==> src/rtl/ctrl_pkg.sv <==
// ctrl_pkg: types and constants shared by the control-word pipeline.
//   - Opcodes of the supported instruction subset (bits 31:26 of the instruction).
//   - ALU-op encodings that the decoder places on id_AOp.
//   - Field groups for each consumer stage (EX, MEM, WB), one stage entry type
//     per pipeline register, and the bubble value of each.
//   - opc_supported(): the opcode screen used in ID.
package ctrl_pkg;

    localparam logic [5:0] OPC_R    = 6'h00;
    localparam logic [5:0] OPC_LW   = 6'h23;
    localparam logic [5:0] OPC_SW   = 6'h2B;
    localparam logic [5:0] OPC_BEQ  = 6'h04;
    localparam logic [5:0] OPC_ADDI = 6'h08;
    localparam logic [5:0] OPC_ANDI = 6'h0C;
    localparam logic [5:0] OPC_ORI  = 6'h0D;
    localparam logic [5:0] OPC_SLTI = 6'h0A;

    localparam logic [2:0] AOP_ADD   = 3'b000;
    localparam logic [2:0] AOP_SUB   = 3'b001;
    localparam logic [2:0] AOP_FUNCT = 3'b010;
    localparam logic [2:0] AOP_ADDI  = 3'b011;
    localparam logic [2:0] AOP_SLTI  = 3'b100;
    localparam logic [2:0] AOP_ANDI  = 3'b101;
    localparam logic [2:0] AOP_ORI   = 3'b110;

    typedef struct packed {
        logic       reg_ds;
        logic       alu_src;
        logic [2:0] aop;
    } ex_ctrl_t;

    typedef struct packed {
        logic branch;
        logic mread;
        logic mwrite;
    } m_ctrl_t;

    typedef struct packed {
        logic mtor;
        logic urw;
    } wb_ctrl_t;

    localparam ex_ctrl_t EX_BUBBLE = '0;
    localparam m_ctrl_t  M_BUBBLE  = '0;
    localparam wb_ctrl_t WB_BUBBLE = '0;

    // Each pipeline register carries only the groups still needed downstream.
    typedef struct packed {
        logic     valid;
        ex_ctrl_t ex;
        m_ctrl_t  m;
        wb_ctrl_t wb;
    } idex_t;

    typedef struct packed {
        logic     valid;
        m_ctrl_t  m;
        wb_ctrl_t wb;
    } exmem_t;

    typedef struct packed {
        logic     valid;
        wb_ctrl_t wb;
    } memwb_t;

    localparam idex_t  IDEX_BUBBLE  = '{valid: 1'b0, ex: EX_BUBBLE, m: M_BUBBLE, wb: WB_BUBBLE};
    localparam exmem_t EXMEM_BUBBLE = '{valid: 1'b0, m: M_BUBBLE, wb: WB_BUBBLE};
    localparam memwb_t MEMWB_BUBBLE = '{valid: 1'b0, wb: WB_BUBBLE};

    // An unknown opcode falls to the default arm, so it is screened as well.
    function automatic logic opc_supported(input logic [5:0] opc);
        logic ok;
        case (opc)
            OPC_R, OPC_LW, OPC_SW, OPC_BEQ,
            OPC_ADDI, OPC_ANDI, OPC_ORI, OPC_SLTI: ok = 1'b1;
            default:                               ok = 1'b0;
        endcase
        return ok;
    endfunction

endpackage

==> src/rtl/ctrl_pipe_stage_reg.sv <==
// ctrl_stage_reg: one pipeline register for a control-word stage entry.
//   clk, rst : clock (rising edge) and asynchronous active-high reset
//   bubble   : when 1, load BUBBLE instead of d on this edge
//   d        : next entry
//   q        : registered entry, equal to BUBBLE while in reset
module ctrl_stage_reg
    import ctrl_pkg::*;
#(
    parameter int           W      = 8,
    parameter logic [W-1:0] BUBBLE = '0
) (
    input  logic         clk,
    input  logic         rst,
    input  logic         bubble,
    input  logic [W-1:0] d,
    output logic [W-1:0] q
);

    logic [W-1:0] q_d;
    logic [W-1:0] q_q;

    // The select forces a clean constant, so unknown d bits never get stored.
    always_comb begin
        q_d = bubble ? BUBBLE : d;
    end

    always_ff @(posedge clk or posedge rst) begin
        if (rst) begin
            q_q <= BUBBLE;
        end else begin
            q_q <= q_d;
        end
    end

    assign q = q_q;

endmodule

==> src/rtl/ctrl_pipe.sv <==
// ctrl_pipe: carries the decoded control word from ID through ID/EX, EX/MEM and
// MEM/WB, inserting bubbles for stalls, flushes and unsupported opcodes.
//   clk, rst        : clock (rising edge), asynchronous active-high reset
//   id_valid, id_*  : decoder outputs for the instruction in ID
//   stall           : replace the ID/EX entry with a bubble
//   flush           : replace the ID/EX and EX/MEM entries with bubbles
//   ex_*, mem_*, wb_*: registered controls for each consumer stage
//   illegal         : one-cycle pulse after an unsupported opcode is screened
//   retired         : count of entries that left WB, wraps at 2^CNT_W
//
// Flow control: each stage entry is qualified only by its valid bit. There is
// no ready; every stage advances on every edge, and stall/flush act solely by
// substituting bubbles (valid=0, all controls 0) into the affected registers.
module ctrl_pipe
    import ctrl_pkg::*;
#(
    parameter int CNT_W = 16
) (
    input  logic             clk,
    input  logic             rst,
    input  logic             id_valid,
    input  logic [5:0]       id_opc,
    input  logic             id_RegDs,
    input  logic             id_Branch,
    input  logic             id_MRead,
    input  logic             id_MtoR,
    input  logic             id_MWrite,
    input  logic             id_ALUsrc,
    input  logic             id_Urw,
    input  logic [2:0]       id_AOp,
    input  logic             stall,
    input  logic             flush,
    output logic             ex_valid,
    output logic             ex_RegDs,
    output logic             ex_ALUsrc,
    output logic [2:0]       ex_AOp,
    output logic             mem_valid,
    output logic             mem_Branch,
    output logic             mem_MRead,
    output logic             mem_MWrite,
    output logic             wb_valid,
    output logic             wb_MtoR,
    output logic             wb_Urw,
    output logic             illegal,
    output logic [CNT_W-1:0] retired
);

    idex_t  idex_d, idex_q;
    exmem_t exmem_d, exmem_q;
    memwb_t memwb_d, memwb_q;

    logic             opc_ok;
    logic             idex_bubble;
    logic             illegal_d, illegal_q;
    logic [CNT_W-1:0] retired_d, retired_q;

    always_comb begin
        opc_ok      = opc_supported(id_opc);
        // flush, stall, empty slot and screened opcode all yield the same bubble.
        idex_bubble = flush | stall | ~id_valid | ~opc_ok;

        idex_d            = IDEX_BUBBLE;
        idex_d.valid      = 1'b1;
        idex_d.ex.reg_ds  = id_RegDs;
        idex_d.ex.alu_src = id_ALUsrc;
        idex_d.ex.aop     = id_AOp;
        idex_d.m.branch   = id_Branch;
        idex_d.m.mread    = id_MRead;
        idex_d.m.mwrite   = id_MWrite;
        idex_d.wb.mtor    = id_MtoR;
        idex_d.wb.urw     = id_Urw;

        exmem_d       = EXMEM_BUBBLE;
        exmem_d.valid = idex_q.valid;
        exmem_d.m     = idex_q.m;
        exmem_d.wb    = idex_q.wb;

        // MEM/WB is never squashed: the branch that triggers a flush retires.
        memwb_d       = MEMWB_BUBBLE;
        memwb_d.valid = exmem_q.valid;
        memwb_d.wb    = exmem_q.wb;

        // A screened opcode is only reported when it would otherwise have issued.
        illegal_d = id_valid & ~stall & ~flush & ~opc_ok;
        retired_d = memwb_q.valid ? retired_q + CNT_W'(1) : retired_q;
    end

    ctrl_stage_reg #(.W($bits(idex_t)), .BUBBLE(IDEX_BUBBLE)) u_idex (
        .clk    (clk),
        .rst    (rst),
        .bubble (idex_bubble),
        .d      (idex_d),
        .q      (idex_q)
    );

    ctrl_stage_reg #(.W($bits(exmem_t)), .BUBBLE(EXMEM_BUBBLE)) u_exmem (
        .clk    (clk),
        .rst    (rst),
        .bubble (flush),
        .d      (exmem_d),
        .q      (exmem_q)
    );

    ctrl_stage_reg #(.W($bits(memwb_t)), .BUBBLE(MEMWB_BUBBLE)) u_memwb (
        .clk    (clk),
        .rst    (rst),
        .bubble (1'b0),
        .d      (memwb_d),
        .q      (memwb_q)
    );

    always_ff @(posedge clk or posedge rst) begin
        if (rst) begin
            illegal_q <= 1'b0;
            retired_q <= '0;
        end else begin
            illegal_q <= illegal_d;
            retired_q <= retired_d;
        end
    end

    assign ex_valid   = idex_q.valid;
    assign ex_RegDs   = idex_q.ex.reg_ds;
    assign ex_ALUsrc  = idex_q.ex.alu_src;
    assign ex_AOp     = idex_q.ex.aop;
    assign mem_valid  = exmem_q.valid;
    assign mem_Branch = exmem_q.m.branch;
    assign mem_MRead  = exmem_q.m.mread;
    assign mem_MWrite = exmem_q.m.mwrite;
    assign wb_valid   = memwb_q.valid;
    assign wb_MtoR    = memwb_q.wb.mtor;
    assign wb_Urw     = memwb_q.wb.urw;
    assign illegal    = illegal_q;
    assign retired    = retired_q;

endmodule

==> config.mk <==
export PLATFORM = sky130hd
export DESIGN_NAME = ctrl_pipe
export DESIGN_NICKNAME = d
export VERILOG_FILES = /design/src/rtl/ctrl_pkg.sv /design/src/rtl/ctrl_pipe_stage_reg.sv /design/src/rtl/ctrl_pipe.sv
export SDC_FILE = /design/constraint.sdc
export NUM_CORES = 1
export LEC_CHECK = 0
export BUFFER_PORTS_ARGS = -buffer_cell sky130_fd_sc_hd__buf_2
export CAP_MARGIN = 5
export CORE_ASPECT_RATIO = 1.75
export CORE_MARGIN = 3
export CORE_UTILIZATION = 45
export DETAILED_ROUTE_END_ITERATION = 8
export GPL_TIMING_DRIVEN = 0
export PLACE_DENSITY = 0.73
export SETUP_SLACK_MARGIN = 0.02
export SYNTH_ARGS = -nofsm -noshare
export SYNTH_HDL_FRONTEND = slang
export SYNTH_SLANG_ARGS = --single-unit
==> constraint.sdc <==
create_clock -name clk -period 3.9 [get_ports clk]
set_clock_uncertainty 0.1 [all_clocks]
set_input_delay 0.195 -clock clk [delete_from_list [all_inputs] [get_ports clk]]
set_output_delay 0.195 -clock clk [all_outputs]
set_load 0.05 [all_outputs]
==> impl_metrics.csv, run 1 <==
group,metric,value,unit
run_status,status,"completed",
power_and_ir_drop,power.total,799,uW
sta,finalCriticalPeriod,1640,ps
synthesis,synth_flop_cell,"dfrtp_1",
routing,totalWireLength,2.97,mm
finish,diodes,0,
finish,layout-drive-gt1-share,0.381,
sta,layout_setup_ws,2260,ps
global_routing,grt_pass1_vias,1156,
global_routing,grt_first_pass_wirelength,5.04,mm
synthesis,syn_inst,121,
synthesis,yosysMostFrequentCell,"dfrtp_1",
sta,hold_viol,0,
synthesis,netlist_area,1470,um^2
setup_path,critPathSlowestCell,"dfrtp_1",
sta,slew_viol_final,0,
hold_path,hold_path.startpoint,"id_MtoR",
placement,hpwl,2.23,mm
synthesis,synth_edf_count,0,
hold_path,hold_class,"primary input to register",
global_routing,grt_max_degree,38,
sta,rsz0062_at_grt,"no",
setup_path,path_max_fanout,6,
synthesis,synthTopCellsByArea,"dfrtp_1 (63%), xor2_1 (5.9%), nor3_1 (4.8%)",
placement,dpl_worst_slack,2270,ps
die,fp.dieW,49.2,um
sta,holdWs,15.7,ps
power_and_ir_drop,ir_drop,345,uV
synthesis,synth.avg_cell_area,12.2,um^2
clock_tree,postCtsResizedCells,0,
finish,multi_input_area,499,um^2
routing,ant_nets,0,
setup_path,end_kind,"register",
finish,seq_area,926,um^2
synthesis,ys_top_cells_by_count,"dfrtp_1 (37), nand2_1 (15), nor3_1 (14)",
finish,post-route-util,0.632,
clock_tree,cts_hold_buf,1,
setup_path,crit_start,"retired[0]$_DFFE_PP0P_",
die,die-area,4020,um^2
sta,finalSetupTns,0,ps
synthesis,yosysSeqAreaShare,0.629,
setup_path,start_kind,"register",
global_routing,overflow,0,
clock_tree,cts_inserted_buffers,5,
synthesis,synthArstFlopShare,1.00,
sta,post-route-period-util,0.420,
die,start_util,0.487,
routing,vias_per_cell,4.94,
die,io_pins,51,
run,drv_cap,0,
finish,finalNetCount,202,
placement,gp_congestion,0.765,
finish,fillers,274,
sta,max_freq,0.611,GHz
setup_path,crit_arrival,1750,ps
die,core,3030,um^2
clock_tree,cts_root_buf,"clkbuf_8",
synthesis,ys_seq_elements,37,
setup_path,worst-path-buf-inv,0,
sta,setup_violations,0,
routing,wl_per_cell,13.3,um
global_routing,grt_usage,0.173,
clock_tree,post-cts-setup-buffers,0,
synthesis,yosys_warnings,0,
sta,worst_slew_pin_slew,727,ps
setup_path,max_stage_delay,440,ps
clock_tree,clk_pin_slew,70,ps
routing,dr.pass1.iters,4,
setup_path,setup.worst_path.class,"register to register",
sta,maxSlewHeadroom,0.515,
synthesis,synth_cell_types,25,
synthesis,synth_fp_nets,143,
setup_path,critPathTopFamily,"simple AND/OR/NAND/NOR gates",
finish,areaGrowthSynthToFinish,29.8,%
setup_path,worstReg2RegStart,"retired[0]$_DFFE_PP0P_",
die,fp-row-count,26,
routing,vias,1102,
clock_tree,clock_latency,290,ps
power_and_ir_drop,leakage,1.04,nW
routing,drc,0,
synthesis,synth_top_area_cell,"dfrtp_1",
clock_tree,htreeDepth,2,
routing,drtIter0Drc,14,
die,die_h,81.7,um
global_routing,antenna_found_initial,0,
power_and_ir_drop,powerDensity,418,nW/um^2
synthesis,synth_top_area_frac,0.629,
clock_tree,cts_tree,"built",
placement,portBuffers,50,
clock_tree,clkSinkCount,37,
setup_path,critPathRequiredTime,4020,ps
clock_tree,cts_buffer_depth,2,
setup_path,crit_chain,"ha_1, nand4_2, nor4_2, xor2_1",
[cell usage in the layout (no fill, tap or decap)]
master          n
ha_1            1
inv_1           2
nor2_1          4
nand4_2         1
o21a_1          1
xor2_1         10
buf_2          52
bufinv_16       1
xnor2_1         5
clkbuf_1        2
nor2b_1         6
a211oi_1        1
nand4_1         4
dfrtp_1        37
buf_4           3
and4b_1         1
nor3b_1         2
mux2_2          1
nor4b_1         1
a21bo_2         1
clkbuf_8        6
nand2_1        15
nor3_1         14
nand4_4         1
inv_2           1
nand3_1         2
nor4_1          2
nor4_2          2
dlygate4sd3_1   2
[tightest hold or removal path: stages]
cell     delay [ps]
buf_2            90
nand2_1          40
nor3_1           30
[per-layer routing]
metal	wire, um	track usage	vias to the layer above
met2	1680	0.323	30
li1	-	-	524
met1	1000	0.146	541
met5	0	0	-
met4	85	0.125	0
met3	207	0.0635	7
[worst paths after layout]
check	depth (start not counted)	slack, ps	endpoint
max	4	2260	retired[14]$_DFFE_PP0P_
min	3	20	u_idex.q[1]$_DFF_PP0_
max reg2reg	4	2260	retired[14]$_DFFE_PP0P_
min reg2reg	0	260	u_memwb.q[0]$_DFF_PP0_
max in group asynchronous	3	2750	u_idex.q[8]$_DFF_PP0_
min in group asynchronous	3	480	u_idex.q[0]$_DFF_PP0_
[final cells by class]
cell class,count,area share
Clock inverter,1,0.0157
Clock buffer,7,0.0452
Sequential cell,37,0.484
Tap cell,42,0.0275
Multi-Input combinational cell,75,0.261
Buffer,6,0.0190
Inverter,3,0.00589
Timing Repair Buffer,52,0.141
[through the flow]
stage	area [um^2]	std cells
floorplan	1470	121
global placement	1780	213
detailed placement	1780	213
CTS	1900	222
global route	1910	223
finish	1910	223
[sequential cells by signal, summed over array words and instances (netlist names)]
| name | cells |
|---|---|
| retired | 16 |
| u_idex.q | 11 |
| u_exmem.q | 6 |
| u_memwb.q | 3 |
| illegal | 1 |
[logic make-up after synthesis]
kind of cell	after synthesis	synth area share
AND/OR/NAND/NOR	55	0.217
flip-flops	37	0.629
XOR/XNOR	15	0.0892
buffers and inverters	9	0.0323
AO/OA/AOI/OAI	3	0.0170
multiplexers	1	0.00765
adder cells (fa/ha/maj)	1	0.00849
[where the power goes]
group | leakage [nW] | internal [mW] | switching [mW]
combinational | 0.472 | 0.0209 | 0.0442
sequential | 0.515 | 0.390 | 0.00807
clock | 0.0585 | 0.208 | 0.128
No activity file was read; power rests on OpenSTA's default activity.
==> inputs of run 2 (changes only) <==
Settings changed: CORE_UTILIZATION 45 to 44, PLACE_DENSITY 0.73 to 0.74.
Clock period 3.9 ns to 1.41 ns, I/O delays scaled along.
==> run 2 against run 1 <==
Compared with the run above:
- critical path depth did not move
- critical endpoint is now retired[12]$_DFFE_PP0P_
- die area rose by 2.0%
- routed wire length rose by 10%
- combinational power rose to 3.5 times the previous value
- core utilization rose by 4.1 points
- via count rose by 5.8%
- final cell count rose by 8.1%
==> impl_metrics.csv, run 2 (synthesized netlist as in run 1, its figures left out) <==
group,metric,value,unit
die,fp-row-count,27,
die,core,3180,um^2
finish,multi_input_area,574,um^2
setup_path,end_kind,"register",
setup_path,setup.worst_path.class,"register to register",
die,die_h,82.5,um
sta,hold_viol,0,
hold_path,hold_class,"primary input to register",
routing,wl_met3,167,um
finish,areaGrowthSynthToFinish,45.2,%
finish,final_common_cell,"buf_2",
clock_tree,cts_buffer_depth,2,
setup_path,path_max_fanout,6,
die,die-area,4100,um^2
clock_tree,htreeDepth,2,
clock_tree,clock_latency,280,ps
sta,worst_slew_pin_slew,754,ps
sta,finalCriticalPeriod,1390,ps
hold_path,hold_depth,3,
sta,holdWs,15.8,ps
routing,totalWireLength,3.28,mm
power_and_ir_drop,ir_drop,640,uV
sta,maxSlewHeadroom,0.497,
clock_tree,cts_tree,"built",
sta,max_freq,0.720,GHz
routing,ant_nets,0,
routing,wl_met1,1.18,mm
routing,drtIter0Drc,19,
routing,vias,1166,
sta,setup_violations,0,
run,drv_cap,0,
setup_path,critPathRequiredTime,1510,ps
setup_path,start_kind,"register",
power_and_ir_drop,leakage,1.14,nW
routing,drc,0,
setup_path,r2r-end,"retired[12]$_DFFE_PP0P_",
placement,hpwl,2.12,mm
global_routing,grt_usage,0.168,
clock_tree,clk_pin_slew,70,ps
power_and_ir_drop,powerDensity,941,nW/um^2
setup_path,r2r_cells,4,
global_routing,grt_pass1_vias,1095,
setup_path,regToRegSetupSlack,20,ps
global_routing,antenna_found_initial,0,
sta,post-route-period-util,0.986,
finish,layout_common_cells,"buf_2 (52), dfrtp_1 (21), nand2_1 (15), dfrtp_2 (15), dlygate4sd3_1 (14)",
run_status,status,"completed",
setup_path,crit_arrival,1490,ps
clock_tree,cts_root_buf,"clkbuf_8",
global_routing,overflow,0,
finish,layout-drive-gt1-share,0.485,
sta,finalSetupTns,0,ps
global_routing,grt_first_pass_wirelength,5.13,mm
die,fp.dieW,49.7,um
hold_path,whs_endpoint,"u_idex.q[10]$_DFF_PP0_",
sta,rsz0062_at_grt,"yes",
finish,fillers,290,
placement,gp_congestion,0.740,
setup_path,worstReg2RegStart,"retired[0]$_DFFE_PP0P_",
routing,wl_per_cell,13.6,um
die,io_pins,51,
finish,seq_area,948,um^2
clock_tree,cts_inserted_buffers,5,
sta,slew_viol_final,0,
clock_tree,clkSinkCount,37,
routing,wl_met2,1.82,mm
routing,topRoutingLayerUsed,"met4",
placement,portBuffers,50,
global_routing,grt_max_degree,38,
placement,dp.cells,214,
finish,fin_cells,241,
routing,vias_per_cell,4.84,
routing,dr.pass1.iters,4,
die,start_util,0.464,
hold_path,hold_path.startpoint,"stall",
finish,finalNetCount,219,
finish,diodes,0,
finish,largest_reg_flops,16,
-- run 2: changes by cell type in the layout (fill, tap and decap cells not counted), sizes merged --
| cell | before | now |
|---|---|---|
| buf | 55 | 60 |
| clkbuf | 8 | 7 |
| dlygate4sd3 | 2 | 14 |
| clkinv | 0 | 2 |
| bufinv | 1 | 0 |
-- run 2: routing by layer --
metal	global-route usage	vias to the layer above
met5	0	-
met4	0.0831	0
met1	0.179	558
li1	-	557
met2	0.308	40
met3	0.0395	11
-- run 2: worst max-delay path by stage --
stage	start	to	slack, ps	cells after the start
final	retired[0]$_DFFE_PP0P_	retired[12]$_DFFE_PP0P_	20	4
after global routing	retired[0]$_DFFE_PP0P_	retired[12]$_DFFE_PP0P_	-70	4
after CTS	u_memwb.q[2]$_DFF_PP0_	retired[15]$_DFFE_PP0P_	10	3
after detailed placement	rst	u_memwb.q[2]$_DFF_PP0_	-260	2
after global placement	rst	u_memwb.q[2]$_DFF_PP0_	-170	2
after floorplan	retired[0]$_DFFE_PP0P_	retired[12]$_DFFE_PP0P_	-20	4
-- run 2: stage by stage --
step / setup slack, ps / cell area (um^2) / power, mW / util
6_report: 20.3 / 2140 / 2.01 / 0.673
5_1_grt: -73.5 / 2140 / 2.12 / 0.673
4_1_cts: 14.3 / 2060 / 2.03 / 0.647
3_5_place_dp: -262 / 1840 / 1.31 / 0.580
3_3_place_gp: -165 / 1840 / 1.30 / 0.580
2_1_floorplan: -19.4 / 1540 / 1.24 / -
-- run 2: layout make-up --
class | instances | share of cell area
Clock inverter | 2 | 0.00468
Buffer | 6 | 0.0170
Timing Repair Buffer | 69 | 0.202
Sequential cell | 37 | 0.444
Clock buffer | 6 | 0.0339
Tap cell | 43 | 0.0252
Multi-Input combinational cell | 75 | 0.269
Inverter | 3 | 0.00527
-- run 2: worst max-delay path, stage by stage, from the launching register on --
cell and delay, ps:
dfrtp_2 430, ha_4 160, nand4_4 140, nor4_4 300, xor2_1 170
-- run 2: report_power, final --
part | switching, mW | total (mW) | internal [mW]
combinational | 0.136 | 0.227 | 0.0909
clock | 0.337 | 0.679 | 0.342
sequential | 0.0262 | 1.11 | 1.08
-- run 2: what timing repair did --
action / CTS / global route
setup buffers: 0 / 5
endpoints found under the hold margin: 18 / 37
gates resized for setup: 0 / 5
hold buffers: 13 / 1
pin swaps: 0 / 7
endpoints found under the setup margin: 1 / 5
